[src/rtl/tt_sweep_pkg.sv]
// Shared types and helpers for the truth-table sweep controller.
// Holds the sequencer state encoding and legal parameter ranges.
package tt_sweep_pkg;

  typedef enum logic [1:0] {
    ST_IDLE   = 2'd0,
    ST_SETTLE = 2'd1,
    ST_SAMPLE = 2'd2,
    ST_DONE   = 2'd3
  } state_e;

  localparam int unsigned N_IN_MIN   = 1;
  localparam int unsigned N_IN_MAX   = 6;
  localparam int unsigned SETTLE_MIN = 0;
  localparam int unsigned SETTLE_MAX = 15;

  // Truth-table width for an n-input function.
  function automatic int unsigned tt_w(input int unsigned n);
    return 32'd1 << n;
  endfunction

endpackage

[src/rtl/tt_settle_timer.sv]
// Settle-delay counter: loads SETTLE, counts down while enabled,
// and flags zero combinationally so the FSM can leave SETTLE on time.
module tt_settle_timer #(
  parameter int unsigned SETTLE = 2
) (
  input  logic clk,
  input  logic rst,
  input  logic load,
  input  logic dec,
  output logic zero_c
);

  localparam int unsigned CNT_W = (SETTLE < 1) ? 1 : $clog2(SETTLE + 1);

  logic [CNT_W-1:0] cnt;

  always_ff @(posedge clk or posedge rst) begin
    if (rst) begin
      cnt <= '0;
    end else if (load) begin
      cnt <= CNT_W'(SETTLE);
    end else if (dec && (cnt != '0)) begin
      cnt <= cnt - CNT_W'(1);
    end
  end

  assign zero_c = (cnt == '0);

endmodule

[src/rtl/tt_sweep_ctrl.sv]
// Exhaustive sweep sequencer: drives every input vector of a gate netlist,
// packs the sampled outputs into a truth table and compares it to an expected one.
module tt_sweep_ctrl
  import tt_sweep_pkg::*;
#(
  parameter int unsigned N_IN   = 4,
  parameter int unsigned SETTLE = 2
) (
  input  logic                    clk,
  input  logic                    rst,
  input  logic                    start,
  input  logic                    abort,
  input  logic [tt_w(N_IN)-1:0]   exp_tt,
  output logic [N_IN-1:0]         dut_in,
  input  logic                    dut_out,
  output logic                    busy,
  output logic                    done,
  output logic [tt_w(N_IN)-1:0]   tt,
  output logic                    tt_valid,
  output logic                    match
);

  localparam int unsigned TT_W  = tt_w(N_IN);
  localparam int unsigned IDX_W = N_IN + 1;

  state_e            state, state_n;
  logic [IDX_W-1:0]  idx, idx_n;
  logic [N_IN-1:0]   dut_in_n;
  logic [TT_W-1:0]   tt_n, exp_q, exp_n;
  logic              tt_valid_n, match_n, busy_n, done_n;
  logic              timer_load, settle_zero_c;

  tt_settle_timer #(.SETTLE(SETTLE)) u_timer (
    .clk    (clk),
    .rst    (rst),
    .load   (timer_load),
    .dec    (state == ST_SETTLE),
    .zero_c (settle_zero_c)
  );

  always_ff @(posedge clk or posedge rst) begin
    if (rst) begin
      state    <= ST_IDLE;
      idx      <= '0;
      dut_in   <= '0;
      tt       <= '0;
      exp_q    <= '0;
      tt_valid <= 1'b0;
      match    <= 1'b0;
      busy     <= 1'b0;
      done     <= 1'b0;
    end else begin
      state    <= state_n;
      idx      <= idx_n;
      dut_in   <= dut_in_n;
      tt       <= tt_n;
      exp_q    <= exp_n;
      tt_valid <= tt_valid_n;
      match    <= match_n;
      busy     <= busy_n;
      done     <= done_n;
    end
  end

  // Next-state and next-register values; abort beats start and sampling.
  always_comb begin
    state_n    = state;
    idx_n      = idx;
    dut_in_n   = dut_in;
    tt_n       = tt;
    exp_n      = exp_q;
    tt_valid_n = tt_valid;
    match_n    = match;
    timer_load = 1'b0;

    case (state)
      ST_IDLE: begin
        if (start && !abort) begin
          idx_n      = '0;
          dut_in_n   = '0;
          timer_load = 1'b1;
          exp_n      = exp_tt;
          tt_n       = '0;
          tt_valid_n = 1'b0;
          match_n    = 1'b0;
          state_n    = ST_SETTLE;
        end
      end
      ST_SETTLE: begin
        if (abort) begin
          dut_in_n = '0;
          state_n  = ST_IDLE;
        end else if (settle_zero_c) begin
          state_n = ST_SAMPLE;
        end
      end
      ST_SAMPLE: begin
        if (abort) begin
          dut_in_n = '0;
          state_n  = ST_IDLE;
        end else begin
          tt_n = {tt[TT_W-2:0], dut_out};
          if (idx == IDX_W'(TT_W - 1)) begin
            state_n = ST_DONE;
          end else begin
            idx_n      = idx + IDX_W'(1);
            dut_in_n   = N_IN'(idx + IDX_W'(1));
            timer_load = 1'b1;
            state_n    = ST_SETTLE;
          end
        end
      end
      ST_DONE: begin
        tt_valid_n = 1'b1;
        match_n    = (tt == exp_q);
        state_n    = ST_IDLE;
      end
      default: state_n = ST_IDLE;
    endcase

    busy_n = (state_n != ST_IDLE);
    done_n = (state_n == ST_DONE);
  end

endmodule

[config.mk]
export PLATFORM = sky130hd
export DESIGN_NAME = tt_sweep_ctrl
export DESIGN_NICKNAME = d
export VERILOG_FILES = /design/src/rtl/tt_sweep_pkg.sv /design/src/rtl/tt_settle_timer.sv /design/src/rtl/tt_sweep_ctrl.sv
export SDC_FILE = /design/constraint.sdc
export NUM_CORES = 1
export LEC_CHECK = 0
export ABC_AREA = 1
export BUFFER_PORTS_ARGS = -buffer_cell sky130_fd_sc_hd__buf_4
export CAP_MARGIN = 10
export CORE_ASPECT_RATIO = 1.2
export CORE_MARGIN = 2
export CORE_UTILIZATION = 50
export CTS_CLUSTER_SIZE = 16
export DETAILED_ROUTE_END_ITERATION = 7
export GPL_ROUTABILITY_DRIVEN = 0
export PLACE_DENSITY = 0.73
export SLEW_MARGIN = 10
export SYNTH_ARGS = -nofsm -noshare
export SYNTH_HDL_FRONTEND = slang
export SYNTH_SLANG_ARGS = --single-unit
[constraint.sdc]
create_clock -name clk -period 1.67 [get_ports clk]
set_input_delay 0.334 -clock clk [delete_from_list [all_inputs] [get_ports clk]]
set_output_delay 0.334 -clock clk [all_outputs]
set_load 0.1 [all_outputs]
==> impl_results.md, run 1 <==
* Wire per inst at between 10 and 15 um
* Least-Margin Pin Slew at ~0.42 ns
* Avg Cell Area, Syn at around 8.5 sq um
* Number of synthesized register bits at 49
* Ys async rst share at between 90% and 100%
* Leak pwr at 0.00149 uW
* Skew final at between 0.007 and 0.008 ns
* Remaining Overflow, GRT at 0
* DR pass1 iterations at 4
* Critical path required time at ~1.9 ns
* Post-Syn Instances at approximately 270
* WP buf/inv at 0
* DRC viols at 0
* Main flop type after synthesis: dfrtp_1
* # fillers at roughly 430
* Max Cap Viol at 0
* Most common cell in the synthesized netlist: nand2_1
* Final total power at about 3100 uW
* Number of routed nets with antenna violations at 0
* Register area share after synthesis at ~53%
* PwrDens at around 1100 nW/um^2
* Synth Warn # at 0
* Worst slew margin at 71.9%
* Top post-synthesis cells by area: dfrtp_1 53%, nand2_1 14%, inv_1 6.1%
* DR iter-0 viols at 109
* First-pass GRT wire length at slightly above 8000 um
* CP cell instances: ha_1 > nand2_1 > nor2_1 > ha_2 > nand2_1 > o21ai_0 > or2_1
* Fmax at around 0.65 GHz
* CP max-delay cell: dfrtp_1
* Share of layout cells above drive strength 1 at 25.6%
* CTS buffer count at 5
* Footprint of the multi-input gates at about 900 sq um
* Delay of the slowest critical-path stage at about 0.41 ns
* Max-slew violations at 0
* Worst skew pair latency at 0.30 ns
* Crit. End Element: flip-flop
* Outcome: finished, final reports clean
* Starting Density at between 50 and 60%
* Net count after synthesis at 297
* Clk buf depth at 2
* Via count at about 1900
* Synth Cell Area at ~2300 sq um
* Diode count at 0
* Hold bufs inserted after CTS at 0
* Reg area at around 1200 sq um
* EDFF count, synth at 0
* # setup viols final at 0
* Setup WS pre-CTS at 0.133 ns
* Final setup TNS at 0 ns
* Critical path arrival at ~1.7 ns
* I/O Buffers at 44
* Via/cell ratio at roughly 4.8
* Critical path's top delay family: simple AND/OR/NAND/NOR gates
* Final hold slack at 0.0236 ns
* Largest net degree at the start of global routing at 32
* Area Overhead vs Synth at 22.8%
* Min Tclk post-route at approximately 1.5 ns
* I/O pin cnt at 45
* Area share of the largest cell type after synthesis at a little over half
* TritonCTS clock tree: done
* Die ar. at approximately 5200 sq um
* Htree depth at 2
* Type of origin of the critical path: flip-flop
* Distinct cells, synth at 27
* Largest area contributor in the netlist: dfrtp_1
* Initial antenna violation count at 0
* Crit path top cell by count: nand2_1
* Post-detail-place hpwl at between 3000 and 4000 um
* Root buf cell: clkbuf_8
* Core region area at 4530 sq um
* Clock sinks at 49
* VDD IR-drop max at about 0.54 mV
* Clk pin slew, worst setup/hold paths at ~0.090 ns
* Row count at 27
* Final core utilization at 63.2%
* Final nets at between 300 and 400
* Fin worst setup slack at ~0.12 ns
* Vias in the first global route at between 1500 and 2000
* Final hold violation count at 0
* GRT Overall Usage at between 20% and 30%
* Worst Path Max Fanout at 3
* HP Class: in2async
* Die Y at slightly below 80 um
* Routed WL at about 4800 um
* Crit path kind: reg2reg
* Synth cell count leaders: 90 x nand2_1, 49 x dfrtp_1, 38 x inv_1
* Die X at 66.3 um
* Part of the cycle the worst path needs at around 93%
[what timing repair did]
item	4_1_cts	5_1_grt
endpoints found under the setup margin	0	4
gates resized for setup	0	1
buffers inserted	0	2
[final timing paths]
kind | slack, ns | cells after the start | from | to
max | 0.12 | 7 | idx[0]$_DFFE_PP0P_ | busy$_DFF_PP0_
min | 0.02 | 2 | rst | idx[2]$_DFFE_PP0P_
max reg2reg | 0.12 | 7 | idx[0]$_DFFE_PP0P_ | busy$_DFF_PP0_
min reg2reg | 0.49 | 2 | dut_in[1]$_DFFE_PP0P_ | dut_in[1]$_DFFE_PP0P_
max in group asynchronous | 1.15 | 3 | rst | tt[6]$_DFFE_PP0P_
min in group clk | 0.23 | 3 | exp_tt[8] | exp_q[8]$_DFFE_PP0P_
[cells in the final DEF, fill, tap and decap left out, drive strengths merged]
cell type,Yosys,routed
xnor2,3,3
clkinv,0,1
xor2,2,2
o211ai,1,1
o22ai,1,1
a21oi,2,2
clkbuf,0,7
ha,3,3
o21ai,31,31
dfrtp,49,49
nor2,17,17
or2,2,2
nand4,2,2
nand3,20,20
nand2,91,91
o31ai,3,3
buf,6,53
inv,40,40
[cell families (layout without fill, tap and decap cells)]
logic type | Yosys count | after routing | share of synthesized area [%]
AOI/OAI and AO/OA | 38 | 38 | 10.6
xor gates and xnor gates | 5 | 5 | 1.88
adders and majority gates | 3 | 3 | 1.61
DFF | 49 | 49 | 52.6
buffers and inverters | 46 | 101 | 8.91
and+or+nand+nor | 132 | 132 | 24.4
[metrics by stage]
stage          std cells  area [sq um]
2_1_floorplan        273          2330
3_3_place_gp         376          2740
3_5_place_dp         376          2740
4_1_cts              384          2850
5_1_grt              386          2860
6_report             386          2860
[state kept, by name (all words and copies together), names as in the netlist]
| signal | flops |
|---|---|
| busy | 1 |
| state | 2 |
| tt_valid | 1 |
| idx | 5 |
| dut_in | 4 |
| u_timer.cnt | 2 |
| tt | 16 |
| done | 1 |
| exp_q | 16 |
| match | 1 |
[layout make-up]
type,count,area share [%]
flip-flops and latches,49,42.8
multi-input cells,178,31.4
repair buffers,53,14.3
inverters,40,5.33
clock buffers,7,3.37
well taps,58,2.53
clock inverters,1,0.175
[metal layers]
layer	share of wire (%)	track usage, %	wire [um]
met5	0	0	0
met4	1.8	7.14	87
met3	4.2	4.53	199
met2	52	35.1	2490
met1	42	23.8	1990
[where the power goes]
part | switching, uW | leakage, uW | internal (uW)
clock network | 387 | 0.0000542 | 375
logic | 579 | 0.000787 | 304
registers | 116 | 0.000652 | 1380
No activity file was read; power rests on OpenSTA's default activity.
==> inputs of run 2 (changes only) <==
Settings changed: CORE_ASPECT_RATIO 1.2 to 1.4.
==> run 2 against run 1 <==
Flip-flop and latch count stayed put. Combinational power is 0.7% lower. Critical path depth stayed put. Highest routed layer unchanged. Non-clock buffer count is 3 lower. Power is 3.4% lower. Wire length is 0.73% lower. Fmax is 2.8% higher. Global-route usage is 0.35 points lower. Count of clock-buffer cells in the layout is 1 higher. Register-to-register slack better by 0.04 ns. Sequential power hardly changed. Critical path type unchanged. Final cell count is 0.26% higher.
==> impl_results.md, run 2 (same netlist as run 1, synthesis figures left out) <==
* Wire per inst at 12.2 um (was 12.3 um)
* Delay of the slowest critical-path stage at 0.40 ns (was 0.41 ns)
* Min Tclk post-route at 1.50 ns (was 1.55 ns)
* Final total power at 3030 uW (was 3140 uW)
* CP cell instances: ha_1 > nand2_1 > nor2_1 > ha_2 > nand2_1 > o21ai_0 > or2_1 (unchanged)
* Die Y at 84.8 um (was 78.8 um)
* Htree depth at 2 (unchanged)
* Max-slew violations at 0 (unchanged)
* Most common cell after layout, fill and taps aside: nand2_1 (unchanged)
* Leak pwr at 0.00146 uW (was 0.00149 uW)
* GRT Overall Usage at 19.7% (was 20.1%)
* TritonCTS clock tree: done (unchanged)
* Clk buf depth at 2 (unchanged)
* P_int at 1970 uW (was 2060 uW)
* VDD IR-drop max at 0.546 mV (was 0.541 mV)
* Combinational share of power at 28.9% (was 28.1%)
* Critical path arrival at 1.69 ns (was 1.74 ns)
* Die ar. at 5230 sq um (about the same)
* Largest net degree at the start of global routing at 50 (was 32)
* DR iter-0 viols at 53 (was 109)
* Most frequent cells in the layout: 90 x nand2_1, 49 x dfrtp_1, 49 x buf_4, 37 x inv_1, 20 x nand3_1 (was 90 x nand2_1, 52 x buf_4, 49 x dfrtp_1, 37 x inv_1, 20 x nand3_1)
* Core region area at 4500 sq um (was 4530 sq um)
* Routed WL at 4730 um (was 4760 um)
* Die X at 61.7 um (was 66.3 um)
* CTS buffer count at 5 (unchanged)
* Worst reg2reg path depth at 7 (unchanged)
* FF-to-FF Start: idx[0]$_DFFE_PP0P_ (unchanged)
* Least-Margin Pin Slew at 0.282 ns (was 0.421 ns)
* Cell Area, Placed at 2740 sq um (about the same)
* Clk pin slew, worst setup/hold paths at 0.08 ns (was 0.09 ns)
* Critical path required time at 1.86 ns (was 1.87 ns)
* CP max-delay cell: dfrtp_1 (unchanged)
* Vias in the first global route at 1745 (was 1865)
* Flop pwr share at 49.1% (was 47.6%)
* Crit path kind: reg2reg (unchanged)
* # setup viols final at 0 (unchanged)
* Type of origin of the critical path: flip-flop (unchanged)
* Starting Density at 51.8% (was 51.5%)
* Psw at 1060 uW (was 1080 uW)
* Part of the cycle the worst path needs at 90.0% (was 92.6%)
* Row count at 29 (was 27)
* Skew final at 0.00787 ns (was 0.00785 ns)
* I/O Buffers at 44 (unchanged)
* Switching Share at 35.0% (was 34.5%)
* Setup WS pre-CTS at 0.130 ns (was 0.133 ns)
* Final nets at 348 (was 351)
* DR pass1 iterations at 4 (unchanged)
* HP Class: in2async (unchanged)
* Fin worst setup slack at 0.166 ns (was 0.124 ns)
* Area Overhead vs Synth at 21.1% (was 22.8%)
* Crit. End Element: flip-flop (unchanged)
* Via/cell ratio at 4.93 (was 4.83)
* Root buf cell: clkbuf_8 (unchanged)
* Crit path top cell by count: nand2_1 (unchanged)
* Crit path to: busy$_DFF_PP0_ (unchanged)
* Clock sinks at 49 (unchanged)
* Final core utilization at 62.8% (was 63.2%)
* Final Cell Area at 2820 sq um (was 2860 sq um)
* Final hold violation count at 0 (unchanged)
* R2R Setup Slk at 0.17 ns (was 0.12 ns)
* I/O pin cnt at 45 (unchanged)
* CP Launch Point: idx[0]$_DFFE_PP0P_ (unchanged)
* First-pass GRT wire length at 7670 um (was 8050 um)
* Max Cap Viol at 0 (unchanged)
* Worst slew margin at 81.2% (was 71.9%)
* Initial antenna violation count at 0 (unchanged)
* Remaining Overflow, GRT at 0 (unchanged)
* Via count at 1908 (was 1865)
* Post-detail-place hpwl at 3450 um (was 3540 um)
* Top Registers: exp_q (16), tt (16), idx (5) (unchanged)
* Worst skew pair latency at 0.30 ns (about the same)
* R2R Path End: busy$_DFF_PP0_ (unchanged)
* Share of layout cells above drive strength 1 at 24.0% (was 25.6%)
* Fmax at 0.665 GHz (was 0.647 GHz)
* PwrDens at 1070 nW/um^2 (was 1100 nW/um^2)
* Number of routed nets with antenna violations at 0 (unchanged)
* Worst Path Max Fanout at 3 (unchanged)
* Outcome: finished, final reports clean (unchanged)
* Diode count at 0 (unchanged)
* DRC viols at 0 (unchanged)
* Clock share of power at 21.9% (was 24.3%)
==> run 2: critical path, delay by kind of cell (launching register included) <==
family / cells / cell delay [ns]
flip-flops: 1 / 0.40
adder cells (fa/ha/maj): 2 / 0.40
AO/OA/AOI/OAI: 1 / 0.12
AND/OR/NAND/NOR: 4 / 0.49
==> run 2: area by class of cell <==
type                            instances  area, sq um
Inverter                               40          153
Timing Repair Buffer                   50          388
Tap cell                               62         77.6
Fill cell                             444         1680
Multi-Input combinational cell        178          900
Sequential cell                        49         1230
Clock buffer                            8         80.1
==> run 2: how the worst min path moves through the flow <==
stage | to | slack (ns) | cells after the start | startpoint
after detailed placement | exp_q[8]$_DFFE_PP0P_ | 0.40 | 3 | rst
after global placement | exp_q[6]$_DFFE_PP0P_ | 0.40 | 3 | rst
after CTS | exp_q[8]$_DFFE_PP0P_ | 0.08 | 3 | rst
after floorplan | state[0]$_DFF_PP0_ | 0.44 | 1 | abort
after global routing | exp_q[8]$_DFFE_PP0P_ | 0.08 | 3 | rst
final | exp_q[8]$_DFFE_PP0P_ | 0.06 | 3 | rst
==> run 2: per-layer routing <==
| layer | wire length, um | vias to the layer above | part of all wire, % | GRT usage (%) |
|---|---|---|---|---|
| met5 | 0 | - | 0 | 0 |
| met4 | 167 | 0 | 3.5 | 8.90 |
| met3 | 180 | 17 | 3.8 | 4.93 |
| met2 | 2350 | 42 | 50 | 30.7 |
| met1 | 2030 | 895 | 43 | 25.3 |
| li1 | - | 954 | - | - |
==> run 2: stage by stage <==
stage                       TNS, ns  instances  hold WS, ns
final                             0        387       0.0596
after global routing      -0.000960        387       0.0805
after CTS                         0        387       0.0765
after detailed placement          0        379        0.404
after global placement            0        379        0.403
after floorplan                   0        273        0.440
==> run 2: what timing repair did <==
| action | in CTS | in global routing |
|---|---|---|
| resized for setup | 0 | 1 |
| hold buffers | 0 | 0 |
| endpoints found under the setup margin | 0 | 1 |
| setup buffers | 0 | 0 |
==> run 2: power groups by stage <==
stage	logic [uW]	clock network, uW	registers (uW)
global placement	869	0	1510
global route	1000	725	1520
floorplan	558	0	1620
detailed placement	889	0	1510
CTS	891	688	1490
finish	877	666	1490
==> inputs of run 3 (changes only) <==
Settings changed: MAX_ROUTING_LAYER set to met4.
==> run 3 against run 2 <==
Count of clock-buffer cells in the layout unchanged. Sequential share of layout area unchanged. Via count about the same. Final cell count did not move. Critical path depth stayed put. Hold slack gained 0.0018 ns. Die area unchanged. Combinational power about the same. Utilization is the same. Register-to-register slack about the same. First-iteration DRC count is 13% higher. Critical path type unchanged. Critical endpoint unchanged.
==> impl_results.md, run 3 (same netlist as run 1, synthesis figures left out) <==
* CTS buffer count at 5 (unchanged)
* Part of the cycle the worst path needs at 89.9% (was 90.0%)
* PwrDens at 1070 nW/um^2 (about the same)
* DR pass1 iterations at 4 (unchanged)
* Max Cap Viol at 0 (unchanged)
* Final hold violation count at 0 (unchanged)
* Outcome: finished, final reports clean (unchanged)
* Worst skew pair latency at 0.30 ns (about the same)
* Number of routed nets with antenna violations at 0 (unchanged)
* Fmax at 0.666 GHz (was 0.665 GHz)
* Wire per inst at 12.2 um (about the same)
* Crit path kind: reg2reg (unchanged)
* Row count at 29 (unchanged)
* Fin worst setup slack at 0.168 ns (was 0.166 ns)
* Crit. End Element: flip-flop (unchanged)
* Clock sinks at 49 (unchanged)
* Type of origin of the critical path: flip-flop (unchanged)
* Most common cell after layout, fill and taps aside: nand2_1 (unchanged)
* Leak pwr at 0.00146 uW (unchanged)
* Worst Path Max Fanout at 3 (unchanged)
* Post-detail-place hpwl at 3450 um (unchanged)
* Final core utilization at 62.8% (unchanged)
* # setup viols final at 0 (unchanged)
* Die Y at 84.8 um (unchanged)
* Vias in the first global route at 1747 (was 1745)
* Root buf cell: clkbuf_8 (unchanged)
* Core region area at 4500 sq um (unchanged)
* Top Registers: exp_q (16), tt (16), idx (5) (unchanged)
* Share of layout cells above drive strength 1 at 24.0% (unchanged)
* I/O pin cnt at 45 (unchanged)
* Largest net degree at the start of global routing at 50 (unchanged)
* Final total power at 3030 uW (about the same)
* Starting Density at 51.8% (unchanged)
* GRT Overall Usage at 20.3% (was 19.7%)
* R2R Path End: busy$_DFF_PP0_ (unchanged)
* Initial antenna violation count at 0 (unchanged)
* Die X at 61.7 um (unchanged)
* Max-slew violations at 0 (unchanged)
* Diode count at 0 (unchanged)
* Min Tclk post-route at 1.50 ns (about the same)
* Via count at 1907 (was 1908)
* Most frequent cells in the layout: 90 x nand2_1, 49 x dfrtp_1, 49 x buf_4, 37 x inv_1, 20 x nand3_1 (unchanged)
* Postcts setup bufs at 0 (unchanged)
* Die ar. at 5230 sq um (unchanged)
* Least-Margin Pin Slew at 0.281 ns (was 0.282 ns)
* Area Overhead vs Synth at 21.1% (unchanged)
* Remaining Overflow, GRT at 0 (unchanged)
* FF-to-FF Start: idx[0]$_DFFE_PP0P_ (unchanged)
* HP Class: in2async (unchanged)
* Routed WL at 4720 um (was 4730 um)
* Clk buf depth at 2 (unchanged)
* Cell Area, Placed at 2740 sq um (unchanged)
* Clk pin slew, worst setup/hold paths at 0.08 ns (about the same)
* # fillers at 444 (unchanged)
* Final Cell Area at 2820 sq um (unchanged)
* Critical path arrival at 1.69 ns (about the same)
* VDD IR-drop max at 0.546 mV (about the same)
* Skew final at 0.00595 ns (was 0.00787 ns)
* Via/cell ratio at 4.93 (about the same)
* DR iter-0 viols at 60 (was 53)
* Worst reg2reg path depth at 7 (unchanged)
* Final nets at 348 (unchanged)
* First-pass GRT wire length at 7670 um (about the same)
* Hold bufs inserted after CTS at 0 (unchanged)
* R2R Setup Slk at 0.17 ns (about the same)
* Htree depth at 2 (unchanged)
* Setup WS pre-CTS at 0.130 ns (unchanged)
* # resized after CTS at 0 (unchanged)
* DRC viols at 0 (unchanged)
* TritonCTS clock tree: done (unchanged)
* Critical path required time at 1.86 ns (about the same)
* Worst slew margin at 81.2% (about the same)
* I/O Buffers at 44 (unchanged)
* Final hold slack at 0.0614 ns (was 0.0596 ns)
## run 3: cell counts in the layout (fill, tap and decap cells not counted)
Identical to the previous run, type by type.
## run 3: metal layers
metal | track usage (%) | vias to the layer above | share of wire, %
li1 | - | 955 | -
met1 | 25.5 | 893 | 43
met2 | 30.7 | 44 | 50
met3 | 4.62 | 15 | 3.8
met4 | 8.90 | 0 | 3.3
met5 | - | - | 0
## run 3: how the worst max path moves through the flow
stage | startpoint | end | slack, ns | depth (start not counted)
floorplan | tt[1]$_DFFE_PP0P_ | match$_DFFE_PP0P_ | 0.03 | 8
global placement | idx[0]$_DFFE_PP0P_ | busy$_DFF_PP0_ | 0.16 | 7
detailed placement | idx[0]$_DFFE_PP0P_ | busy$_DFF_PP0_ | 0.13 | 7
CTS | idx[0]$_DFFE_PP0P_ | busy$_DFF_PP0_ | 0.12 | 7
global route | idx[0]$_DFFE_PP0P_ | idx[0]$_DFFE_PP0P_ | -0.001 | 9
finish | idx[0]$_DFFE_PP0P_ | busy$_DFF_PP0_ | 0.17 | 7
## run 3: critical path, stage by stage (launching register included)
cell and delay [ns]:
dfrtp_1 0.40, ha_1 0.21, nand2_1 0.08, nor2_1 0.05, ha_2 0.19, nand2_1 0.10, o21ai_0 0.12, or2_1 0.25
## run 3: layout make-up
cell class | instances | area [sq um] | area share, %
Multi-Input combinational cell | 178 | 900 | 31.9
Inverter | 40 | 153 | 5.41
Timing Repair Buffer | 50 | 388 | 13.7
Sequential cell | 49 | 1230 | 43.4
Tap cell | 62 | 77.6 | 2.75
Clock buffer | 8 | 80.1 | 2.84
## run 3: metrics by stage
stage	std cells	setup TNS (ns)
3_5_place_dp	379	0
4_1_cts	387	0
6_report	387	0
2_1_floorplan	273	0
5_1_grt	387	-0.000961
3_3_place_gp	379	0
## run 3: where the power goes
part	total (uW)	leakage [uW]	switching (uW)	internal, uW
Combinational	875	0.000772	580	295
Clock	663	0.0000395	365	298
Sequential	1490	0.000652	112	1380
Total	3030	0.00146	1060	1970
